**src/rtl/vmicro16_apb_gpio_halt_pkg.sv**
```systemverilog
// Shared definitions for the APB GPIO / halt collector peripheral.
// Latency: n/a (constants and types only).
// Backpressure: n/a.
// Contents: SoC-level widths, register word offsets and the APB slave state encoding.
package vmicro16_apb_gpio_halt_pkg;

  localparam int APB_DATA_W     = 16;
  localparam int APB_GPIO1_PINS = 16;
  localparam int SOC_CORES      = 4;

  // Register word offsets
  localparam int APB_GPIOH_DATA  = 0;
  localparam int APB_GPIOH_SET   = 1;
  localparam int APB_GPIOH_CLR   = 2;
  localparam int APB_GPIOH_TOG   = 3;
  localparam int APB_GPIOH_HMASK = 4;
  localparam int APB_GPIOH_HSTAT = 5;
  localparam int APB_GPIOH_HCNT  = 6;

  typedef enum logic [1:0] {
    APB_IDLE = 2'd0,
    APB_WAIT = 2'd1,
    APB_DONE = 2'd2
  } apb_state_t;

endpackage

```
**src/rtl/vmicro16_apb_slave_fsm.sv**
```systemverilog
// APB3 slave handshake: one wait state, then a single registered PREADY pulse.
// Latency: PREADY high in the 2nd access cycle; wr_en/rd_en strobe in the 1st access cycle.
// Backpressure: always inserts exactly one wait state; no re-pulse until PSELx falls.
// Ports: clk/reset (sync, active-high), psel/penable/pwrite from the master,
//        pready to the master, wr_en/rd_en strobes to the register file.
module vmicro16_apb_slave_fsm
  import vmicro16_apb_gpio_halt_pkg::*;
(
  input  logic clk,
  input  logic reset,
  input  logic psel,
  input  logic penable,
  input  logic pwrite,
  output logic pready,
  output logic wr_en,
  output logic rd_en
);

  apb_state_t state_q, state_d;
  logic       pready_q, pready_d;

  // State register
  always_ff @(posedge clk) begin
    if (reset) begin
      state_q  <= APB_IDLE;
      pready_q <= 1'b0;
    end else begin
      state_q  <= state_d;
      pready_q <= pready_d;
    end
  end

  // Next state: a setup phase must be observed before an access is accepted,
  // so a master caught mid-transfer by reset has to restart from setup.
  always_comb begin
    state_d = state_q;
    case (state_q)
      APB_IDLE: if (psel && !penable) state_d = APB_WAIT;
      APB_WAIT: begin
        if (!psel)        state_d = APB_IDLE;
        else if (penable) state_d = APB_DONE;
      end
      APB_DONE: if (!psel) state_d = APB_IDLE;
      default:  state_d = APB_IDLE;
    endcase
  end

  // Outputs: the first access cycle is the wait state; its strobe commits
  // on the same edge that raises PREADY.
  always_comb begin
    logic xfer;
    xfer     = (state_q == APB_WAIT) && psel && penable;
    wr_en    = xfer && pwrite;
    rd_en    = xfer && !pwrite;
    pready_d = xfer;
  end

  assign pready = pready_q;

endmodule

```
**src/rtl/vmicro16_apb_gpio_halt.sv**
```systemverilog
// APB3 slave owning the SoC result GPIO register and the top-level halt collector.
// Latency: writes/read data land on the PREADY edge (1 wait state); halt is 1 clk after the last enabled core halts.
// Backpressure: fixed one-wait-state APB response, never stalls longer.
// Ports: clk/reset (sync, active-high); S_P* APB3 slave; core_halt per-core levels;
//        gpio result port; halt = all enabled cores halted (registered).
module vmicro16_apb_gpio_halt
  import vmicro16_apb_gpio_halt_pkg::*;
#(
  parameter int PINS   = APB_GPIO1_PINS,
  parameter int CORES  = SOC_CORES,
  parameter int ADDR_W = 3
) (
  input  logic                  clk,
  input  logic                  reset,
  input  logic [ADDR_W-1:0]     S_PADDR,
  input  logic                  S_PSELx,
  input  logic                  S_PENABLE,
  input  logic                  S_PWRITE,
  input  logic [APB_DATA_W-1:0] S_PWDATA,
  output logic [APB_DATA_W-1:0] S_PRDATA,
  output logic                  S_PREADY,
  input  logic [CORES-1:0]      core_halt,
  output logic [PINS-1:0]       gpio,
  output logic                  halt
);

  logic wr_en, rd_en;

  vmicro16_apb_slave_fsm u_fsm (
    .clk     (clk),
    .reset   (reset),
    .psel    (S_PSELx),
    .penable (S_PENABLE),
    .pwrite  (S_PWRITE),
    .pready  (S_PREADY),
    .wr_en   (wr_en),
    .rd_en   (rd_en)
  );

  logic [PINS-1:0]       gpio_q, gpio_d;
  logic [CORES-1:0]      hmask_q, hmask_d;
  logic [CORES-1:0]      hstat_q, hstat_d;
  logic [15:0]           hcnt_q, hcnt_d;
  logic                  halt_q, halt_d;
  logic [APB_DATA_W-1:0] prdata_q, prdata_d;

  always_ff @(posedge clk) begin
    if (reset) begin
      gpio_q   <= '0;
      hmask_q  <= '1;
      hstat_q  <= '0;
      hcnt_q   <= '0;
      halt_q   <= 1'b0;
      prdata_q <= '0;
    end else begin
      gpio_q   <= gpio_d;
      hmask_q  <= hmask_d;
      hstat_q  <= hstat_d;
      hcnt_q   <= hcnt_d;
      halt_q   <= halt_d;
      prdata_q <= prdata_d;
    end
  end

  always_comb begin
    logic [PINS-1:0]       wdat_pins;
    logic [CORES-1:0]      wdat_cores;
    logic [CORES-1:0]      w1c;
    logic [APB_DATA_W-1:0] rdata;

    wdat_pins  = S_PWDATA[PINS-1:0];
    wdat_cores = S_PWDATA[CORES-1:0];
    gpio_d     = gpio_q;
    hmask_d    = hmask_q;
    w1c        = '0;
    rdata      = '0;

    if (wr_en) begin
      case (int'(S_PADDR))
        APB_GPIOH_DATA:  gpio_d  = wdat_pins;
        APB_GPIOH_SET:   gpio_d  = gpio_q | wdat_pins;
        APB_GPIOH_CLR:   gpio_d  = gpio_q & ~wdat_pins;
        APB_GPIOH_TOG:   gpio_d  = gpio_q ^ wdat_pins;
        APB_GPIOH_HMASK: hmask_d = wdat_cores;
        APB_GPIOH_HSTAT: w1c     = wdat_cores;
        default: ;
      endcase
    end

    // Sticky status uses the pre-write mask; a live halt level beats w1c.
    hstat_d = (hstat_q & ~w1c) | (core_halt & hmask_q);

    // Evaluated on the next status so halt follows the last core by one clock.
    halt_d = (hmask_q != '0) && (&(hstat_d | ~hmask_q));

    // Counter stops while halted so the bench reads the run length afterwards.
    hcnt_d = (halt_q || (&hcnt_q)) ? hcnt_q : hcnt_q + 16'd1;

    case (int'(S_PADDR))
      APB_GPIOH_DATA:  rdata[PINS-1:0]  = gpio_q;
      APB_GPIOH_HMASK: rdata[CORES-1:0] = hmask_q;
      APB_GPIOH_HSTAT: rdata[CORES-1:0] = hstat_q;
      APB_GPIOH_HCNT:  rdata            = hcnt_q;
      default: ;
    endcase

    prdata_d = rd_en ? rdata : prdata_q;
  end

  assign gpio     = gpio_q;
  assign halt     = halt_q;
  assign S_PRDATA = prdata_q;

endmodule

```
**config.mk**
```make
export PLATFORM = sky130hd
export DESIGN_NAME = vmicro16_apb_gpio_halt
export DESIGN_NICKNAME = d
export VERILOG_FILES = /design/src/rtl/vmicro16_apb_gpio_halt_pkg.sv /design/src/rtl/vmicro16_apb_slave_fsm.sv /design/src/rtl/vmicro16_apb_gpio_halt.sv
export SDC_FILE = /design/constraint.sdc
export NUM_CORES = 1
export LEC_CHECK = 0
export BUFFER_PORTS_ARGS = -buffer_cell sky130_fd_sc_hd__buf_2
export CORE_MARGIN = 8
export CORE_UTILIZATION = 51
export DETAILED_ROUTE_END_ITERATION = 10
export GPL_ROUTABILITY_DRIVEN = 0
export GPL_TIMING_DRIVEN = 0
export PLACE_DENSITY = 0.79
export SYNTH_ARGS = -nofsm -noshare
export SYNTH_HDL_FRONTEND = slang
export SYNTH_SLANG_ARGS = --single-unit
```
**constraint.sdc**
```tcl
create_clock -name clk -period 1.7 [get_ports clk]
set_input_delay 0.34 -clock clk [delete_from_list [all_inputs] [get_ports clk]]
set_output_delay 0.34 -clock clk [all_outputs]
set_load 0.01 [all_outputs]
```
Word level (Yosys, flattened, before mapping). Cells that the tools add are included.

Bits in registers: 60. Input port bits: 28. Output and inout bits: 34. Word-level logic and storage cells: 58.

$add $sub $neg: 1. Eq/ne operators: 11. Mux-type cells: 10. Bitwise gates (word level): 10. Reductions and logical operators: 18.

Operators with widths (count): 16-bit case mux with 4 select lines (1); 12-bit case mux with 2 select lines (1); 16-bit by 1-bit adder with 16-bit output, second input constant (1); 16-bit bitwise AND (1); 16-bit inverter (1); 16-bit bitwise OR (1); 4-bit case mux with 4 select lines (1); 16-bit AND reduction (1); 16-bit bitwise XOR (1); 3-bit equality test, second input constant (3); 4-bit bitwise AND (2); 2-bit 2-to-1 mux (4); 4-bit 2-to-1 mux (2); 4-bit inverter (2); 4-bit bitwise OR (2); 4-bit nonzero test (2); 3-bit by 2-bit equality test with 1-bit output, second input constant (2); 1-bit logical AND (6); 2-bit case mux with 3 select lines (1); 2-bit AND reduction (2); 4-bit AND reduction (1); 3-bit by 1-bit equality test with 1-bit output, second input constant (1); 3-bit logical NOT (1); 3-bit != test, second input constant (1); 8 further kinds (9).

Depth between registers and ports, before layout. Gate-level depths: netlist (run 1).

Depth in word-level cells: 11. Gate-level depth with buffers: 7. Depth with buffers taken out: 6.

By module. From an unflattened synthesis (run 1), not the netlist that was laid out.

Cell total of the unflattened synthesis: 452. Area, all modules: 3762.4 um2.

By module, submodules not included: vmicro16_apb_gpio_halt (times used 1, cells each 439, area an instance 3648.5 um2, sequential area each 1141.1 um2); vmicro16_apb_slave_fsm (times used 1, cells each 13, area an instance 113.9 um2, sequential area each 60.1 um2).

Worst setup path before layout (run 1). OpenSTA, ideal clock, no wires.

Path type: flip-flop to flip-flop. Start: reg hcnt_q[0]. End: reg hcnt_q[8]. Setup time: 70 ps. Arrival: 1501 ps. Data required time: 1630 ps. Slack: 129 ps. Stages on the path, launching flop included: 6. Buffers on the path: 0. Period minus slack after synthesis: 1571 ps. Cell sequence: dfxtp_1 -> ha_1 -> nor2b_1 -> nand2_1 -> or4_1 -> a21oi_1.

Cells in the longest elaborated chain, start to end: 2. Elaborated cells between the ends (all ways): 3. Classes of those cells: add/sub (1); reduce/logical (2).

RTL lines: from (decl) (RTL line vmicro16_apb_gpio_halt.sv:43) `logic [15:0] hcnt_q, hcnt_d;`; from (signal assigned) (RTL line vmicro16_apb_gpio_halt.sv:59) `hcnt_q <= hcnt_d;`; parallel branches: the longest is 2 deep, another holds 16-bit by 1-bit adder with 16-bit output.

Parallel ways; which one is timed is not known. A chain may end at the register's enable or synchronous reset.

Worst setup path in the final report (run 1).
Start: reg hcnt_q[2]. End: reg hcnt_q[0].

Cells in the longest elaborated chain, start to end: 2.

RTL lines: 16-bit AND reduction (RTL line vmicro16_apb_gpio_halt.sv:97) `hcnt_d = (halt_q || (&hcnt_q)) ? hcnt_q : hcnt_q + 16'd1;`; 1-bit logical OR (RTL line vmicro16_apb_gpio_halt.sv:97).

Every way passes these cells.

==> results of run 1 <==
==> state kept, by name, indices dropped and copies added (netlist names) <==
signal / count
S_PRDATA: 16
gpio: 16
hcnt_q: 16
hmask_q: 4
hstat_q: 4
u_fsm.state_q: 2
halt: 1
u_fsm.pready: 1
==> report_power, final <==
part,switching (W),internal (W)
sequential,0.0000239,0.00143
clock,0.000603,0.00101
combinational,0.000228,0.000151
total,0.000855,0.00259
==> what timing repair did <==
item | CTS | global route
pin swaps | 0 | 2
buffers inserted | 0 | 1
setup endpoints to repair | 6 | 15
gates resized for setup | 4 | 9
==> worst reg2reg max path, cell delays in order, from the launching register on <==
cell     delay, ps
dfxtp_1        370
and3_1         160
buf_4          160
and3_1         200
a21oi_1        270
mux2_1         350
==> cell type report <==
| cell class | instances | area [um2] | area share (%) |
|---|---|---|---|
| multi-input cells | 315 | 2246 | 50.98 |
| flip-flops and latches | 60 | 1205 | 27.35 |
| repair buffers | 61 | 307.8 | 6.987 |
| inverters | 38 | 142.6 | 3.238 |
| clock buffers | 10 | 137.6 | 3.124 |
| plain buffers | 26 | 131.4 | 2.982 |
| well taps | 99 | 123.9 | 2.812 |
| clock inverters | 6 | 111.4 | 2.528 |
==> Yosys cell counts, types with 2 or more instances <==
library cell,n
nor2_1,16
a22o_1,3
o21ai_1,11
dfxtp_1,60
nand4b_1,2
and3_1,3
nand4_1,5
nor2b_1,7
a31oi_1,3
a311oi_1,5
o22ai_1,16
buf_1,4
nand3_1,5
nand2_1,49
nand3b_1,4
o41ai_1,2
inv_1,38
a22oi_1,28
o211ai_1,9
mux2i_1,21
and3b_1,3
nor4_1,2
buf_4,3
buf_2,11
or3_1,17
clkbuf_1,8
o21ai_0,11
ha_1,33
a21oi_1,29
mux2_1,3
nor4_2,2
nor3_1,3
nor3b_1,3
==> cell usage in the layout (no fill, tap or decap), types with 6 or more instances in the layout <==
| master | n |
|---|---|
| ha_1 | 32 |
| or3_1 | 17 |
| clkbuf_8 | 10 |
| mux2i_1 | 21 |
| o21ai_1 | 11 |
| nor2b_1 | 6 |
| inv_1 | 38 |
| nand2_1 | 49 |
| nor2_1 | 15 |
| o211ai_1 | 9 |
| clkbuf_1 | 6 |
| dfxtp_1 | 57 |
| o21ai_0 | 11 |
| a21oi_1 | 29 |
| buf_2 | 71 |
| a22oi_1 | 28 |
| o22ai_1 | 16 |
==> per-stage QoR <==
stage          setup slack (ps)  setup TNS [ps]
2_1_floorplan             129.3               0
3_3_place_gp             -171.4           -2869
3_5_place_dp             -185.6           -3681
4_1_cts                   6.163               0
5_1_grt                  -18.78          -18.78
6_report                  77.17               0
==> worst paths after layout <==
check	start	end	slack, ps	cells after the start
setup / recovery	hcnt_q[2]	hcnt_q[0]	80	5
setup reg to reg	hcnt_q[2]	hcnt_q[0]	80	5
hold / removal	S_PENABLE	u_fsm.state_q[0]	190	2
hold reg to reg	S_PRDATA[8]	S_PRDATA[8]	450	2
==> routing by layer <==
layer	up-vias	track usage, %
met5	-	0
met4	0	10.88
met3	40	6.699
met2	165	35.02
met1	1749	25.98
li1	1739	-
==> kinds of logic (layout without fill, tap and decap cells) <==
family          after synthesis  after routing
simple gates                132            132
compound gates              124            124
buf+inv                      65            141
flops                        60             60
fa+ha+maj                    34             34
mux                          25             25
==> flow_metrics.env, run 1 <==
export IMPL_outcome="finished, final reports clean"
export IMPL_rsz0062_at_grt="yes"
export IMPL_path_cells="and3_1 -> buf_4 -> and3_1 -> a21oi_1 -> mux2_1"
export IMPL_route_layer_met1_wl_um=4412
export IMPL_synthSimpleGateAreaFrac_pct=19.74
export IMPL_cp_slowest_cell="dfxtp_1"
export IMPL_grt_total_usage_pct=21.94
export IMPL_vias_per_cell=6.005
export IMPL_drive_gt1_share_pct=21.51
export IMPL_clock_sinks=60
export IMPL_critPathKind="reg2reg"
export IMPL_hold_path_class="in2reg"
export IMPL_yosysTopAreaCell="dfxtp_1"
export IMPL_crit_top_cell="and3_1"
export IMPL_ys_types=54
export IMPL_tightest_slew_ps=567.7
export IMPL_max_slew_margin_pct=62.15
export IMPL_wl_met3_um=923
export IMPL_area_delta_synth_final_pct=19.44
export IMPL_synth_main_ff_cell="dfxtp_1"
export IMPL_yosysSeqAreaShare_pct=32.56
export IMPL_met2_length_um=5049
export IMPL_crit_fanout=9
export IMPL_grt_pass1_vias=3719
export IMPL_layoutNonFillerInstCount=615
export IMPL_final_area_um2=4405
export IMPL_synth_seq_cells=60
export IMPL_io_buffers=60
export IMPL_htree_levels=3
export IMPL_ios=62
export IMPL_finalClockSkew_ps=6.298
export IMPL_drv_slew=0
export IMPL_synthTopCellsByArea="dfxtp_1 33%, ha_1 11%, a22oi_1 5.7%"
export IMPL_crit_arrival_ps=1860
export IMPL_grt_pass1_wl_um=17730
export IMPL_die_area_um2=10210
export IMPL_grt_max_degree=12
export IMPL_cts_root_buf="clkbuf_8"
export IMPL_drc_errors=0
export IMPL_netlist_instances=440
export IMPL_coreArea_um2=7137
export IMPL_grt_ovfl_total=0
export IMPL_routed_top_layer="met4"
export IMPL_slowest_delay_ps=370
export IMPL_grt_antenna_before_repair=0
export IMPL_nets=572
export IMPL_peakVddDrop_mv=0.5497
export IMPL_antenna_cells=0
export IMPL_hold_ws_ps=191.8
export IMPL_fmax_mhz=616.2
export IMPL_path_clk_slew_ps=70
export IMPL_synth_compound_area_share_pct=21.81
export IMPL_yosys_warnings=0
export IMPL_rows=31
export IMPL_die_x_um=101.0
export IMPL_antenna_left=0
export IMPL_critPathRequiredTime_ps=1930
export IMPL_start_util_pct=51.68
export IMPL_yosysTopAreaCellShare_pct=32.56
export IMPL_avgSynthCellArea_um2=8.383
export IMPL_power_density_nw_per_um2=782.3
export IMPL_p_total_w=0.003446
export IMPL_critPathLaunchType="flop"
export IMPL_synth_top_family_by_area="compound AO/OA/AOI/OAI gates"
export IMPL_cts_hold_buffers=0
export IMPL_clock_path_buffers=2
export IMPL_drt_wl_total_um=10690
export IMPL_cp_buffers_inverters=1
export IMPL_synthMuxAreaShare_pct=6.920
export IMPL_drv_cap=0
export IMPL_syn_cell_area_um2=3689
export IMPL_synth_net_count=501
export IMPL_synth_edf_count=0
export IMPL_p_leak_nw=1.924
export IMPL_finalCriticalPeriod_ps=1623
export IMPL_fill_cells=655
export IMPL_place_hpwl_um=7665
export IMPL_final_core_util_pct=61.73
export IMPL_die_y_um=101.0
export IMPL_setup_violations_final=0
export IMPL_min_period_over_period_pct=95.46
export IMPL_synthAdderAreaFrac_pct=11.47
export IMPL_cts_tree="yes"
export IMPL_numCtsBuffers=9
export IMPL_first_pass_iters=6
export IMPL_vias=3693
export IMPL_end_kind="flop"
export IMPL_clk_latency_ps=350
export IMPL_async_flop_share_pct=0
export IMPL_drt_iter0_markers=250
export IMPL_wl_per_cell_um=17.39
export IMPL_hold_viol=0
export IMPL_dp_cells=599
export IMPL_crit_family="flip-flops"
export IMPL_dpl_instance_area_um2=4113
export IMPL_synth_xor_area_share_pct=0
Power figures use the tool's default switching activity.
==> inputs of run 2 (changes only) <==
- SYNTH_HIERARCHICAL: unset -> 1
- TNS_END_PERCENT: unset -> 100
==> flow_metrics.env, run 2 <==
export IMPL_outcome="finished, final reports clean"
export IMPL_fill_cells=635
export IMPL_crit_fanout=10
export IMPL_grt_pass1_wl_um=16770
export IMPL_p_leak_nw=1.968
export IMPL_cts_hold_buffers=0
export IMPL_die_y_um=101.9
export IMPL_coreArea_um2=7214
export IMPL_yosysTopAreaCellShare_pct=31.93
export IMPL_synthTopCellsByArea="dfxtp_1 32%, ha_1 11%, nor2_1 5.8%"
export IMPL_grt_pass1_vias=3577
export IMPL_drv_cap=0
export IMPL_cts_tree="yes"
export IMPL_power_internal_w=0.002180
export IMPL_synth_main_ff_cell="dfxtp_1"
export IMPL_drive_gt1_share_pct=24.95
export IMPL_finalCriticalPeriod_ps=1686
export IMPL_first_pass_iters=5
export IMPL_layout_commonest_cell="buf_2"
export IMPL_antenna_cells=0
export IMPL_cts_root_buf="clkbuf_8"
export IMPL_die_area_um2=10380
export IMPL_hold_ws_ps=195.3
export IMPL_die_x_um=101.9
export IMPL_antenna_left=0
export IMPL_hold_path_class="in2reg"
export IMPL_async_flop_share_pct=0
export IMPL_start_util_pct=52.15
export IMPL_drc_errors=0
export IMPL_avgSynthCellArea_um2=8.324
export IMPL_grt_antenna_before_repair=0
export IMPL_vias_per_cell=5.832
export IMPL_critPathRequiredTime_ps=1950
export IMPL_dp_cells=611
export IMPL_power_frac_clock_pct=38.2
export IMPL_holdPathEnd="u_fsm/state_q[0]"
export IMPL_nets=590
export IMPL_end_kind="flop"
export IMPL_setup_violations_final=0
export IMPL_drv_slew=0
export IMPL_wl_per_cell_um=16.48
export IMPL_ys_types=51
export IMPL_hp_start="S_PENABLE"
export IMPL_tightest_slew_ps=581.9
export IMPL_drt_wl_total_um=10420
export IMPL_area_delta_synth_final_pct=19.92
export IMPL_synth_net_count=513
export IMPL_clock_sinks=60
export IMPL_mostFrequentLayoutCells="65 x buf_2, 56 x dfxtp_1, 56 x nor2_1, 41 x inv_1, 39 x a21oi_1"
export IMPL_synth_seq_cells=60
export IMPL_ios=62
export IMPL_grt_ovfl_total=0
export IMPL_yosysSeqAreaShare_pct=31.93
export IMPL_max_slew_margin_pct=61.21
export IMPL_r2r_end="gpio[2]"
export IMPL_syn_cell_area_um2=3762
export IMPL_rows=31
export IMPL_yosysMostFrequentCell="dfxtp_1"
export IMPL_cp_slowest_cell="dfxtp_2"
export IMPL_io_buffers=60
export IMPL_path_cells="nand4b_1 -> nor2_2 -> nor2b_4 -> buf_6 -> clkbuf_8 -> nor2_1 -> a211oi_1"
export IMPL_grt_total_usage_pct=20.23
export IMPL_hold_viol=0
export IMPL_min_period_over_period_pct=99.18
export IMPL_crit_arrival_ps=1930
export IMPL_hold_depth=2
export IMPL_clk_latency_ps=340
export IMPL_finalClockSkew_ps=13.84
export IMPL_slowest_delay_ps=330
export IMPL_startpoint="u_fsm/state_q[1]"
export IMPL_critPathKind="reg2reg"
export IMPL_grt_max_degree=11
export IMPL_reg2reg_slack_ps=10
export IMPL_ff2ff_path_depth=7
export IMPL_layoutNonFillerInstCount=632
export IMPL_yosys_top_cells_count="60 x dfxtp_1, 58 x nor2_1, 41 x inv_1"
export IMPL_path_clk_slew_ps=60
export IMPL_place_hpwl_um=7599
export IMPL_r2r_start="u_fsm/state_q[1]"
export IMPL_yosysTopAreaCell="dfxtp_1"
export IMPL_peakVddDrop_mv=0.5691
export IMPL_critPathLaunchType="flop"
export IMPL_numCtsBuffers=9
export IMPL_yosys_warnings=6
export IMPL_p_total_w=0.002960
export IMPL_power_density_nw_per_um2=656.1
export IMPL_netlist_instances=452
export IMPL_clock_path_buffers=2
export IMPL_fmax_mhz=593.1
export IMPL_swShare_pct=26.36
export IMPL_seqPwrFrac_pct=49.0
export IMPL_synth_edf_count=0
export IMPL_htree_levels=3
export IMPL_vias=3686
export IMPL_combPwrFrac_pct=12.7
export IMPL_drt_iter0_markers=206
export IMPL_p_switching_w=0.0007804
-- run 2: cell count changes in the layout (fill, tap and decap cells not counted), moves of 8 or more --
cell | previous run | this run
a211oi_1 | 1 | 27
a22o_1 | 3 | 16
nand2_1 | 49 | 26
o22ai_1 | 16 | 0
or3_1 | 17 | 3
a22oi_1 | 28 | 4
a21oi_1 | 29 | 39
mux2_2 | 1 | 14
nor2b_1 | 6 | 14
mux2i_1 | 21 | 5
nor2_1 | 15 | 56
o211ai_1 | 9 | 1
o21ai_1 | 11 | 2
-- run 2: cell type report --
cell class	instances	area (um2)	area share, %
Buffer	29	173.9	3.855
Tap cell	99	123.9	2.745
Clock buffer	13	158.9	3.522
Sequential cell	60	1206	26.73
Clock inverter	2	10.01	0.2219
Multi-Input combinational cell	322	2340	51.86
Timing Repair Buffer	66	345.3	7.654
Inverter	41	153.9	3.411
-- run 2: power by group through the flow --
| stage | clock network (W) | registers, W | logic, W |
|---|---|---|---|
| after floorplan | 0 | 0.00147 | 0.000234 |
| after global placement | 0 | 0.00148 | 0.000339 |
| after detailed placement | 0 | 0.00148 | 0.000353 |
| after CTS | 0.00115 | 0.00145 | 0.000358 |
| after global routing | 0.00122 | 0.00145 | 0.000422 |
| final | 0.00113 | 0.00145 | 0.000377 |
-- run 2: cells by family (layout without fill, tap and decap cells) --
group / Yosys count / after routing / share of synthesized area (%)
simple gates: 146 / 146 / 20.55
compound gates: 120 / 120 / 21.72
buf+inv: 70 / 151 / 7.549
flops: 60 / 60 / 31.93
fa+ha+maj: 34 / 34 / 11.24
mux: 22 / 22 / 7.017
-- run 2: worst max-delay path by stage --
stage	to	depth (start not counted)	slack, ps
floorplan	hcnt_q[5]	5	120
global placement	gpio[7]	9	-240
detailed placement	gpio[11]	8	-300
CTS	hcnt_q[12]	5	5
global route	gpio[4]	7	-50
finish	gpio[2]	7	10
-- run 2: stage by stage --
stage / cell area [um2] / utilization, % / setup TNS, ps / setup WS, ps
detailed placement: 4187 / 58.03 / -8706 / -296.4
global route: 4512 / 62.54 / -682.4 / -50.34
CTS: 4397 / 60.94 / 0 / 5.256
global placement: 4187 / 58.03 / -6941 / -244.5
finish: 4512 / 62.54 / 0 / 13.87
floorplan: 3762 / - / 0 / 118.7
-- run 2: worst max-delay path, delay by kind of cell (launching register included) --
family                 cells  cell delay [ps]
and+or+nand+nor            4              770
buffers and inverters      2              280
AOI/OAI and AO/OA          1              220
DFF                        1              330
-- run 2: metal layers --
layer / global-route usage [%] / vias to the layer above / wire [um]
li1: - / 1767 / -
met1: 24.15 / 1770 / 4465
met2: 32.85 / 127 / 4912
met3: 5.790 / 22 / 764
met4: 9.368 / 0 / 274
met5: 0 / - / 0
-- run 2: what timing repair did --
action,4_1_cts,5_1_grt
setup buffers,1,5
endpoints found under the setup margin,45,40
pin swaps,1,11
gates cloned,0,0
gates resized for setup,14,25
